<file path="src/rtl/pipelined_csa_adder.sv">
`default_nettype none
// +----------------------------------------------------------------------------+
// | pipelined_csa_adder: pipelined carry-select add/sub, one BLOCK slice per   |
// | stage, valid/ready on both sides. Optional clamp: CSA_SATURATE_EN.         |
// | Revision: 1.0                                                              |
// +----------------------------------------------------------------------------+
module pipelined_csa_adder #(
  parameter int WIDTH = 64,
  parameter int BLOCK = 16
) (
  input  logic             clk,
  input  logic             rst,
  input  logic             in_valid,
  output logic             in_ready,
  input  logic [WIDTH-1:0] a,
  input  logic [WIDTH-1:0] b,
  input  logic             c_in,
  input  logic             sub,
  output logic             out_valid,
  input  logic             out_ready,
  output logic [WIDTH-1:0] sum,
  output logic             c_out,
  output logic             ovf
);

  localparam int NSTAGE = WIDTH / BLOCK;

  // Per-stage word: resolved sum slices at the bottom, still-unresolved
  // operand A slices above them. B travels alongside in its own word.
  logic [NSTAGE-1:0]            vld_q, vld_d;
  logic [NSTAGE-1:0][WIDTH-1:0] word_q, word_d;
  logic [NSTAGE-1:0][WIDTH-1:0] bop_q, bop_d;
  logic [NSTAGE-1:0]            cy_q, cy_d;
  logic                         ovf_q, ovf_d;

  logic             advance;
  logic [WIDTH-1:0] b_eff;
  logic             cin_eff;
  logic [WIDTH-1:0] src_w;
  logic [WIDTH-1:0] src_b;
  logic             src_c;
  logic             src_v;
  logic [BLOCK:0]   sel0;
  logic [BLOCK:0]   sel1;
  logic [BLOCK:0]   sel;

  always_comb begin
    advance = !vld_q[NSTAGE-1] || out_ready;
    b_eff   = sub ? ~b : b;
    cin_eff = sub ? 1'b1 : c_in;

    vld_d  = vld_q;
    word_d = word_q;
    bop_d  = bop_q;
    cy_d   = cy_q;
    ovf_d  = ovf_q;
    src_w  = '0;
    src_b  = '0;
    src_c  = 1'b0;
    src_v  = 1'b0;
    sel0   = '0;
    sel1   = '0;
    sel    = '0;

    for (int k = 0; k < NSTAGE; k++) begin
      if (k == 0) begin
        src_w = a;
        src_b = b_eff;
        src_c = cin_eff;
        src_v = in_valid;
      end else begin
        src_w = word_q[k-1];
        src_b = bop_q[k-1];
        src_c = cy_q[k-1];
        src_v = vld_q[k-1];
      end

      sel0 = {1'b0, src_w[k*BLOCK +: BLOCK]} + {1'b0, src_b[k*BLOCK +: BLOCK]};
      sel1 = sel0 + (BLOCK+1)'(1);
      sel  = src_c ? sel1 : sel0;

      // Bubbles advance the valid bits but leave the data registers alone,
      // so the output word keeps its last value while out_valid is low.
      if (advance) begin
        vld_d[k] = src_v;
        if (src_v) begin
          word_d[k]                    = src_w;
          word_d[k][k*BLOCK +: BLOCK]  = sel[BLOCK-1:0];
          bop_d[k]                     = src_b;
          cy_d[k]                      = sel[BLOCK];
          if (k == NSTAGE-1) begin
            // Top slice of src_w is still operand A, so its MSB is a[MSB].
            ovf_d = (src_w[WIDTH-1] == src_b[WIDTH-1]) &&
                    (word_d[k][WIDTH-1] != src_w[WIDTH-1]);
`ifdef CSA_SATURATE_EN
            if (ovf_d) begin
              word_d[k] = src_w[WIDTH-1] ? {1'b1, {(WIDTH-1){1'b0}}}
                                         : {1'b0, {(WIDTH-1){1'b1}}};
            end
`else
`endif
          end
        end
      end
    end
  end

  always_ff @(posedge clk or posedge rst) begin
    if (rst) begin
      vld_q  <= '0;
      word_q <= '0;
      bop_q  <= '0;
      cy_q   <= '0;
      ovf_q  <= 1'b0;
    end else begin
      vld_q  <= vld_d;
      word_q <= word_d;
      bop_q  <= bop_d;
      cy_q   <= cy_d;
      ovf_q  <= ovf_d;
    end
  end

  assign in_ready  = advance;
  assign out_valid = vld_q[NSTAGE-1];
  assign sum       = word_q[NSTAGE-1];
  assign c_out     = cy_q[NSTAGE-1];
  assign ovf       = ovf_q;

endmodule
`default_nettype wire

</file>
<file path="config.mk">
export PLATFORM = sky130hd
export DESIGN_NAME = pipelined_csa_adder
export DESIGN_NICKNAME = d
export VERILOG_FILES = /design/src/rtl/pipelined_csa_adder.sv
export SDC_FILE = /design/constraint.sdc
export NUM_CORES = 1
export LEC_CHECK = 0
export BUFFER_PORTS_ARGS = -buffer_cell sky130_fd_sc_hd__buf_2
export CORE_MARGIN = 4
export CORE_UTILIZATION = 35
export CTS_BUF_LIST = sky130_fd_sc_hd__clkbuf_8
export DETAILED_ROUTE_END_ITERATION = 10
export SLEW_MARGIN = 20
export SYNTH_ARGS = -nofsm -noshare
export SYNTH_HDL_FRONTEND = slang
export SYNTH_SLANG_ARGS = --single-unit
</file>
<file path="constraint.sdc">
create_clock -name clk -period 29.5 [get_ports clk]
set_clock_uncertainty 0.1 [all_clocks]
set_input_delay 4.425 -clock clk [delete_from_list [all_inputs] [get_ports clk]]
set_output_delay 4.425 -clock clk [all_outputs]
set_load 0.005 [all_outputs]
</file>
======== Word-level counts from Yosys, hierarchy flattened ========
Cells that the tools add are included.
cells by class
  $add $sub $neg .......................... 8
  equality and inequality tests ........... 2
  multiplexer cells ....................... 6
  bitwise operators ....................... 1
  reduce and logical (&&, ||, !) cells .... 7
operators with widths
  operator                                        number
  adder 16 x 16 -> 17 bit                         4
  adder 17 x 1 -> 17 bit (second input constant)  4
  two-way mux 17 bit                              4
  two-way mux 64 bit                              1
  NOT 64 bit                                      1
  AND reduction 2 bit                             4
  == test 1 bit                                   1
  logical AND 1 bit                               1
  logical NOT 1 bit                               1
  logical OR 1 bit                                1
  two-way mux 1 bit                               1
  != test 1 bit                                   1
word-level totals
  flip-flop bits (word level) ............. 457
  bits of input ports ..................... 134
  output and inout bits ................... 68

======== Depth between registers and ports, before layout ========
Gate-level depths: netlist of the first run.
  depth after elaboration ................. 5
  depth in mapped cells ................... 15
  gate-level depth less buffers ........... 13

======== Worst setup path after synthesis of the first run ========
OpenSTA, ideal clock, no wires.
  path kind ............................... input-to-output
  from .................................... input port out_ready
  to ...................................... output port in_ready
  arrival time ............................ 4.830 ns
  data required time ...................... 24.975 ns
  slack ................................... 20.145 ns
  cell stages on the path ................. 2
  path buffers ............................ 0
  cells stage by stage .................... nor2b_1 > clkinv_1
between the ends
  longest elaborated chain between the ends .. 1
RTL lines
  what                RTL line  source
  start: declaration  20        input logic out_ready,
  logical OR 1 bit    48        advance = !vld_q[NSTAGE-1] || out_ready;
  end: declaration    14        output logic in_ready,
Every way passes these cells.

======== Worst setup path after layout of the first run ========
Ends and elaborated chain as after synthesis.

==> results of run 1 <==
==> logic make-up after synthesis <==
kind of cell | after synthesis | share of synthesized area
flip-flops | 361 | 0.482
AO/OA/AOI/OAI | 304 | 0.102
adder cells (fa/ha/maj) | 72 | 0.0496
multiplexers | 242 | 0.145
buffers and inverters | 173 | 0.0475
XOR/XNOR | 161 | 0.0759
AND/OR/NAND/NOR | 374 | 0.0976
==> layout make-up <==
type / count / area (sq um) / share of cell area
inverter: 46 / 180 / 0.00847
clock buffer: 81 / 1110 / 0.0524
sequential: 361 / 9030 / 0.424
antenna: 1 / 2.50 / 0.000118
clock inverter: 30 / 151 / 0.00711
timing repair buffer: 210 / 1080 / 0.0506
tap: 688 / 861 / 0.0404
multi-input combinational: 1153 / 8860 / 0.416
==> through the flow <==
stage	cell area (sq um)	total power, mW	setup slack (ns)	hold slack [ns]	utilization
after floorplan	18800	1.78	14.96	0.345	-
after global placement	20000	2.00	19.58	0.358	0.379
after detailed placement	20000	2.04	19.53	0.366	0.379
after CTS	21300	2.51	19.53	0.378	0.403
after global routing	21300	2.69	19.38	0.387	0.403
final	21300	2.47	19.49	0.373	0.403
==> worst max-delay path by stage <==
stage	start	to	slack, ns	depth (start not counted)
after floorplan	rst	bop_q[100]	14.96	1
after global placement	out_ready	in_ready	19.58	4
after detailed placement	out_ready	in_ready	19.53	4
after CTS	out_ready	in_ready	19.53	4
after global routing	out_ready	in_ready	19.38	4
final	out_ready	in_ready	19.49	4
==> critical path, cell delays in order <==
cell and delay [ns]:
buf_2 0.10, nor2b_1 0.21, clkinv_1 0.46, buf_2 0.29
==> sequential cells by signal (all words and copies together) (netlist names) <==
signal  count
ovf         1
vld_q       4
bop_q      80
cy_q        4
word_q    128
src_b      16
sum        64
src_w      64
==> power groups by stage <==
stage	registers [mW]	clock network, mW	logic (mW)
4_1_cts	0.849	0.474	1.19
5_1_grt	0.874	0.498	1.32
3_3_place_gp	0.850	0	1.15
2_1_floorplan	0.802	0	0.981
3_5_place_dp	0.857	0	1.18
6_report	0.845	0.454	1.17
==> routing by layer <==
metal  vias to the layer above  part of all wire
li1                       6194                 -
met1                      6114              0.46
met2                       248              0.47
met3                        62             0.049
met4                         2             0.022
met5                         -           0.00031
==> layout by cell type (no fill, tap or decap), types with 16 or more instances in the layout <==
master	synthesis	final
a21o_1	16	16
a21oi_1	49	49
buf_2	1	200
clkbuf_8	0	81
dfrtp_1	361	361
ha_1	68	68
inv_1	45	61
mux2_2	241	241
nand2_1	176	172
nand3_1	17	17
nor2_1	50	50
nor3_1	21	21
o21ai_0	140	140
xnor2_1	102	102
xor2_1	58	58
==> impl_results.md, run 1 <==
- Run status: finished clean
- Critical Path RT: 24.97 ns
- Gp weighted congestion: 0.848
- Clock buffer count from CTS: 66
- Switching Share: 0.388
- Residual DRC count: 0
- GR Util met1: 0.192
- Net Sw Power: 959 uW
- Logic pwr share: 0.475
- Final std cells w/o fill: 2570
- Max-cap violation count: 0
- Post-CTS Hold Fix Bufs: 0
- Post-synthesis cell type count: 82
- Synth-to-layout area growth: 13.5%
- Clk root buf: clkbuf_8
- Setup TNS: 0 ns
- GRT overflow: 0
- Die ar.: 57300 sq um
- R2r setup slk: 25.81 ns
- Fin crit share: 0.339
- RSZ-0062 raised after global routing: no
- Row count: 84
- Hold Crit Class: reg -> reg
- IO Count: 202
- Post-synth EDFFs: 0
- Startpoint types: primary input
- Fmax: 99.9 MHz
- Setup crit end kind: output pin
- Sequential power share: 0.342
- Origin of the critical flop-to-flop path: src_w[50]
- GRT Overall Usage: 0.147
- Iteration count of the initial detailed-routing pass: 4
- Rel. slew slack: 0.283
- Final Hold Vio Count: 0
- Wirelength per Cell: 16.1 um
- CTS clk-pin slew, worst paths: 0.05 ns
- Final #Nets: 2044
- Worst-margin pin slew: 1.08 ns
- Drt total wl: 41400 um
- Antenna-violating nets left: 0
- Synthesized cell area: 18800 sq um
- Top-area cell type share of the netlist area: 0.482
- Core area: 52800 sq um
- Cells after Synth: 1687
- Synth Register Bits: 361
- Hold path depth: 2
- Clk pwr share: 0.184
- Vias: 12620
- CTS sink cnt: 361
- Met3 usage: 0.0337
- HP Start: src_w[40]
- DP HPWL: 29900 um
- Post-synth top flop: dfrtp_1
- H-tree lvl count: 3
- Post-synth top cells: dfrtp_1, mux2_2, nand2_1
- Syn nets: 1893
- Critical R2R Capture: ovf
- GR peak layer: met2
- Reg2Reg Depth: 10
- Resize count post-CTS: 0
- Fill count: 5127
- Placed Instances: 2458
- Final number of setup-violating endpoints: 0
- Setup Crit Path Kind: in -> out
- Syn Area/Cell: 11.1 sq um
- Initial antenna violation count: 3
- Most numerous cell in the Yosys netlist: dfrtp_1
- Post-CTS setup buffer count: 0
- 1st-iter DRT viols: 544
- CTS tree: built
- GR Util met2: 0.242
- Chip width: 239 um
- End of the worst hold path: src_w[40]
- Post-synth ARST share: 1.00
- Pin count of the biggest net entering global routing: 120
- Fin. max-slew vios: 0
- Syn. warnings: 0
- Pwr Density: 116 nW/um^2
- Int Power: 1.52 mW
- Static Leakage: 9.63 nW
- First-pass GRT wire length: 68500 um
- Input/output buffers: 201
- CP max FO: 8
- Fraction of layout cells with a size suffix above 1: 0.310
- Peak supply drop: 0.0000642 V
- Via density: 4.91
- Synth top area cells: dfrtp_1, mux2_2, xnor2_1
- Number of global-route vias before repair: 13432
- CP arrival: 5.49 ns
- Minimum clock period: 10.01 ns
- Post-synth top area cell: dfrtp_1
- Register area share after synthesis: 0.482
- Clock buffer depth: 3
- Worst-skew pair later-pin latency: 0.63 ns
- Initial Utilization: 0.355
- DIE HEIGHT: 239 um
(Power assumes the default switching activity.)
==> run 2, diff against run 1 <==
Settings changed: ABC_AREA set to 1.
Clock period 29.5 ns to 8.7 ns, I/O delays scaled along.
==> run 2 against run 1 <==
  * Via count grew 26%
  * Largest cell class unchanged
  * Die area up 3.2%
  * Highest routed layer is now met4
  * Hold slack worse by 0.0087 ns
==> impl_results.md, run 2 <==
- Fraction of layout cells with a size suffix above 1: 0.136 (-0.174)
- Pwr Density: 345 nW/um^2 (+200%)
- Core area: 54300 sq um (+3.0%)
- Initial Utilization: 0.356 (+0.00103)
- Fmax: 231 MHz
- Final Hold Vio Count: 0 (unchanged)
- Final number of setup-violating endpoints: 0 (unchanged)
- Cells after Synth: 2533 (+50%)
- Synthesized cell area: 19400 sq um (+3.3%)
- Pin count of the biggest net entering global routing: 155 (+29%)
- CP max FO: 55 (+47)
- Run status: finished clean
- Vias: 15927 (+26%)
- Chip width: 243 um (+1.6%)
- H-tree lvl count: 3 (unchanged)
- Synth Register Bits: 361 (unchanged)
- Residual DRC count: 0 (unchanged)
- Worst-skew pair later-pin latency: 0.63 ns (about the same)
- Post-synth top cells: nand2_1, dfrtp_1, inv_1
- Iteration count of the initial detailed-routing pass: 4 (unchanged)
- GRT overflow: 0 (unchanged)
- CTS sink cnt: 361 (unchanged)
- Die ar.: 59200 sq um (+3.2%)
- Via density: 4.61 (-6.2%)
- Commonest non-fill, non-tap cells in the layout: nand2_1, dfrtp_1, inv_1
- Max-cap violation count: 0 (unchanged)
- Input/output buffers: 201 (unchanged)
- 1st-iter DRT viols: 797 (+47%)
- Setup crit end kind: register
- Util after Layout: 0.405 (+0.00179)
- DIE HEIGHT: 243 um (+1.6%)
- DP HPWL: 36200 um (+21%)
- Syn Area/Cell: 7.65 sq um (-31%)
- Top-area cell type share of the netlist area: 0.466 (-0.0154)
- Worst-margin pin slew: 0.954 ns (-0.121 ns)
- Initial antenna violation count: 1 (-2)
- Post-CTS Hold Fix Bufs: 0 (unchanged)
- Post-CTS setup buffer count: 0 (unchanged)
- WHS: 0.364 ns (-0.00874 ns)
- Hold Crit Class: reg -> reg
- Rel. slew slack: 0.364 (+0.0809)
- Setup TNS: 0 ns (unchanged)
- CP arrival: 4.77 ns (-0.72 ns)
- Syn nets: 2739 (+45%)
- Resize count post-CTS: 0 (unchanged)
- Post-synth EDFFs: 0 (unchanged)
- Max reg flops: 128 (unchanged)
- Static Leakage: 11.9 nW (+23%)
- Fin crit share: 0.498
- Minimum clock period: 4.33 ns
- Largest Register: word_q
- Peak supply drop: 0.000120 V (+86%)
- Row count: 85 (+1.2%)
- GRT Overall Usage: 0.166 (+0.0191)
- Final #Nets: 2876 (+41%)
- Setup Crit Path Kind: in -> reg
- CTS clk-pin slew, worst paths: 0.06 ns (about the same)
- Post-synth ARST share: 1.00 (unchanged)
- Most numerous cell in the Yosys netlist: nand2_1
- RSZ-0062 raised after global routing: no
- Register area share after synthesis: 0.466 (-0.0154)
- CTS tree: built
- Wirelength per Cell: 14.2 um (-12%)
- Clock buffer depth: 3 (unchanged)
- Gp weighted congestion: 0.887 (+4.5%)
- Commonest non-fill, non-tap cell in the layout: nand2_1
- Syn. warnings: 0 (unchanged)
- Synth top area cells: dfrtp_1, nand2_1, ha_1
- Critical Path RT: 9.13 ns (-15.84 ns)
- Post-synthesis cell type count: 41 (-50%)
- Clk root buf: clkbuf_8
- First-pass GRT wire length: 81100 um (+18%)
- Fin. max-slew vios: 0 (unchanged)
- Number of global-route vias before repair: 15915 (+18%)
- Antenna-violating nets left: 0 (unchanged)
- Post-synth top flop: dfrtp_1
- IO Count: 202 (unchanged)
- Startpoint types: primary input
- Drt total wl: 49200 um (+19%)
- Largest regs: word_q: 128 flops, bop_q: 80 flops
- Post-synth top area cell: dfrtp_1
- Synth-to-layout area growth: 13.7%
- Clock buffer count from CTS: 67 (+1.5%)
## run 2: cell types whose count changed after synthesis, sizes merged, moves of 16 or more
cell	delta
xor2	-28
o21ai	+31
a211oi	-17
nor3	-16
nor2	+71
nand3	+109
inv	+177
clkbuf	+19
nand2	+916
xnor2	-49
mux2	-241
## run 2: metal layers
layer,vias up,GRT usage,share of wire
met1,7408,0.226,0.48
li1,8173,-,-
met5,-,0,0
met4,0,0.0577,0.024
met2,276,0.269,0.46
met3,70,0.0296,0.040
## run 2: layout make-up
type                    instances  area (sq um)
fillers                      5720         32300
flip-flops and latches        361          9030
multi-input cells            1804          8730
clock buffers                  90          1240
repair buffers                214          1120
well taps                     739           925
inverters                     222           837
clock inverters                26           136
diodes                          1          2.50
## run 2: stage by stage
| step | area [sq um] | instances | setup WS (ns) | total power, mW |
|---|---|---|---|---|
| finish | 22000 | 3457 | 4.37 | 7.59 |
| global placement | 20600 | 3340 | 3.84 | 5.90 |
| CTS | 22000 | 3456 | 4.42 | 7.70 |
| detailed placement | 20600 | 3340 | 3.75 | 5.99 |
| global route | 22000 | 3457 | 4.10 | 8.35 |
| floorplan | 19400 | 2533 | 2.45 | 5.19 |
## run 2: path summary, 6_finish.rpt
check	start	end	slack [ns]	cells after the start
worst min register to register	sum[37]	sum[37]	0.36	2
min in group asynchronous	rst	sum[46]	0.81	3
max in group asynchronous	rst	word_q[79]	6.09	4
worst max-delay path	sub	word_q[14]	4.37	19
worst min-delay path	sum[37]	sum[37]	0.36	2
worst max register to register	vld_q[3]	src_w[42]	5.58	8
## run 2: kinds of logic after synthesis
family	Yosys count	share of synthesized area
flip-flops	361	0.466
buffers and inverters	368	0.0845
AND/OR/NAND/NOR	1389	0.290
adder cells (fa/ha/maj)	72	0.0481
AO/OA/AOI/OAI	260	0.0723
XOR/XNOR	83	0.0387
## run 2: worst max-delay path, stage by stage
cell and delay [ns]:
buf_4 0.23, buf_4 0.73, xor2_1 0.20, ha_1 0.19
inv_1 0.05, fa_1 0.49, inv_1 0.08, ha_1 0.14
inv_1 0.06, nor2_1 0.10, a21boi_0 0.17, nand4_1 0.13
nor2_1 0.18, nand2_1 0.09, nor2_1 0.19, nand3_1 0.12
nand2_1 0.08, nand3_1 0.08, nand2_1 0.09
## run 2: power by group
group | switching (mW) | internal, mW | leakage, nW
logic | 2.13 | 1.09 | 6.56
clock network | 0.701 | 0.947 | 0.779
registers | 0.377 | 2.35 | 4.54
==> run 3, diff against run 2 <==
Clock period 8.7 ns to 4.5 ns, I/O delays scaled along.
==> run 3 against run 2 <==
  * First-iteration DRC count decreased by 2.3%
  * Sequential power increased by 93%
  * Critical path depth decreased by 2
  * Count of clock-buffer cells in the layout decreased by 4
  * Critical endpoint is now word_q[10]
==> impl_results.md, run 3 (synthesis gave the netlist of run 2 again) <==
- Util after Layout: 0.406 (+0.00117)
- Peak supply drop: 0.000242 V (+100%)
- Initial Utilization: 0.356 (unchanged)
- Max-cap violation count: 0 (unchanged)
- Fin crit share: 0.677
- Iteration count of the initial detailed-routing pass: 7 (+3)
- Post-CTS setup buffer count: 0 (unchanged)
- Hold Crit Class: in -> reg
- Pwr Density: 664 nW/um^2 (+93%)
- Fill count: 5645 (-1.3%)
- Reg2Reg Depth: 16 (+8)
- GRT overflow: 0 (unchanged)
- Startpoint types: primary input
- Placed cell areas: 20700 sq um (+0.45%)
- Clk root buf: clkbuf_8
- Static Leakage: 11.9 nW (+0.15%)
- Rel. slew slack: 0.325 (-0.0384)
- DP HPWL: 36400 um (+0.57%)
- Residual DRC count: 0 (unchanged)
- CTS clk-pin slew, worst paths: 0.06 ns (about the same)
- Commonest non-fill, non-tap cell in the layout: nand2_1
- Chip width: 243 um (unchanged)
- Setup Crit Path Kind: in -> reg
- CTS tree: built
- Gp weighted congestion: 0.866 (-2.3%)
- Initial antenna violation count: 2 (+1)
- Final #Nets: 2880 (+0.14%)
- Fraction of layout cells with a size suffix above 1: 0.136 (+0.000218)
- RSZ-0062 raised after global routing: no
- Row count: 85 (unchanged)
- Net Sw Power: 6.21 mW (+94%)
- Clock buffer depth: 3 (unchanged)
- Commonest non-fill, non-tap cells in the layout: nand2_1, dfrtp_1, inv_1
- Die ar.: 59200 sq um (unchanged)
- Run status: finished clean
- 1st-iter DRT viols: 779 (-2.3%)
- Clk pwr share: 0.212 (-0.005)
- Wirelength per Cell: 14.2 um (+0.16%)
- DIE HEIGHT: 243 um (unchanged)
- Worst-skew pair later-pin latency: 0.60 ns (-0.03 ns)
- Critical Path RT: 4.86 ns (-4.27 ns)
- Largest regs: word_q: 128 flops, bop_q: 80 flops
- CP max FO: 26 (-53%)
- Number of global-route vias before repair: 15711 (-1.3%)
- First-pass GRT wire length: 80900 um (-0.22%)
- CP arrival: 3.40 ns (-1.37 ns)
- GRT Overall Usage: 0.167 (+0.000435)
- Origin of the critical flop-to-flop path: word_q[16]
- Via density: 4.58 (-0.61%)
- IO Count: 202 (unchanged)
- Largest Register: word_q
- Final number of setup-violating endpoints: 0 (unchanged)
- Fmax: 328 MHz
- R2r setup slk: 1.55 ns (-4.03 ns)
- Final Hold Vio Count: 0 (unchanged)
- Setup crit end kind: register
- Drt total wl: 49300 um (+0.24%)
- Max reg flops: 128 (unchanged)
- Logic pwr share: 0.428 (+0.004)
- Core area: 54300 sq um (unchanged)
- Switching Share: 0.424 (+0.00147)
- Vias: 15844 (-0.52%)
- Input/output buffers: 201 (unchanged)
- Sequential power share: 0.360 (about the same)
- Synth-to-layout area growth: 14.0%
- Pin count of the biggest net entering global routing: 122 (-21%)
- WHS: 0.172 ns (-0.192 ns)
- Antenna-violating nets left: 0 (unchanged)
- CP startpoint: sub
- CTS sink cnt: 361 (unchanged)
- Critical path endpoint: word_q[10]
- Fin. max-slew vios: 0 (unchanged)
- Post-route cell area: 22100 sq um (+0.29%)
- Worst-margin pin slew: 1.01 ns (+0.0577 ns)
- Minimum clock period: 3.04 ns
- H-tree lvl count: 3 (unchanged)
- Critical R2R Capture: word_q[94]
- Int Power: 8.45 mW (+93%)
- Clock buffer count from CTS: 66 (-1.5%)
[run 3: changes by cell type in the layout (fill, tap and decap cells not counted), sizes merged]
cell         previous run  this run
dlygate4sd3             0         1
clkbuf                 90        86
inv                   238       239
buf                   214       218
clkinv                  7         5
clkinvlp                2         5
[run 3: metrics by stage]
step	worst slack, ns	power [mW]	cells	TNS, ns
detailed placement	0.821	11.7	3344	0
CTS	1.49	14.9	3459	0
global placement	0.889	11.5	3344	0
finish	1.46	14.7	3460	0
floorplan	-1.12	10.0	2533	-402.61
global route	1.18	16.1	3460	0
[run 3: worst min path at each step]
stage | cells after the start | start | to
2_1_floorplan | 2 | vld_q[2] | vld_q[3]
3_3_place_gp | 2 | sum[12] | sum[12]
3_5_place_dp | 2 | sum[31] | sum[31]
4_1_cts | 3 | a[18] | word_q[18]
5_1_grt | 3 | a[20] | word_q[20]
6_report | 3 | a[18] | word_q[18]
[run 3: layer usage]
layer / track usage / vias to the layer above / part of all wire
met5: 0 / - / 0
met4: 0.0577 / 0 / 0.025
met3: 0.0321 / 69 / 0.042
met2: 0.268 / 265 / 0.45
met1: 0.226 / 7317 / 0.48
li1: - / 8193 / -
[run 3: cell type report]
class                      count  area [sq um]  share of cell area
clock buffer                  86          1180              0.0536
tap                          739           925              0.0419
inverter                     222           837              0.0379
sequential                   361          9030               0.409
multi-input combinational   1804          8730               0.395
antenna                        1          2.50            0.000113
clock inverter                28           153             0.00691
timing repair buffer         219          1220              0.0553
[run 3: power by group through the flow]
stage	registers (mW)	logic [mW]	clock network (mW)
4_1_cts	5.29	6.34	3.22
3_5_place_dp	5.34	6.31	0
5_1_grt	5.44	7.30	3.39
3_3_place_gp	5.30	6.21	0
2_1_floorplan	5.08	4.95	0
6_report	5.28	6.27	3.11
[run 3: worst max-delay path, cell delays in order]
cell and delay [ns]:
buf_4 0.39, xor2_1 0.20, ha_1 0.18, inv_1 0.05, fa_1 0.49, inv_1 0.10
ha_1 0.15, inv_1 0.06, nor2_1 0.09, a21boi_0 0.18, nand4_1 0.13, nor2_1 0.20
nand2_1 0.10, nor2_1 0.18, nand2_1 0.08, nand3_1 0.08, o21ai_0 0.08
[run 3: timing repair]
action / CTS / global route
hold endpoints to repair: 13 / 0
resized for setup: 0 / 0
hold buffers: 1 / 0
setup endpoints to repair: 0 / 0
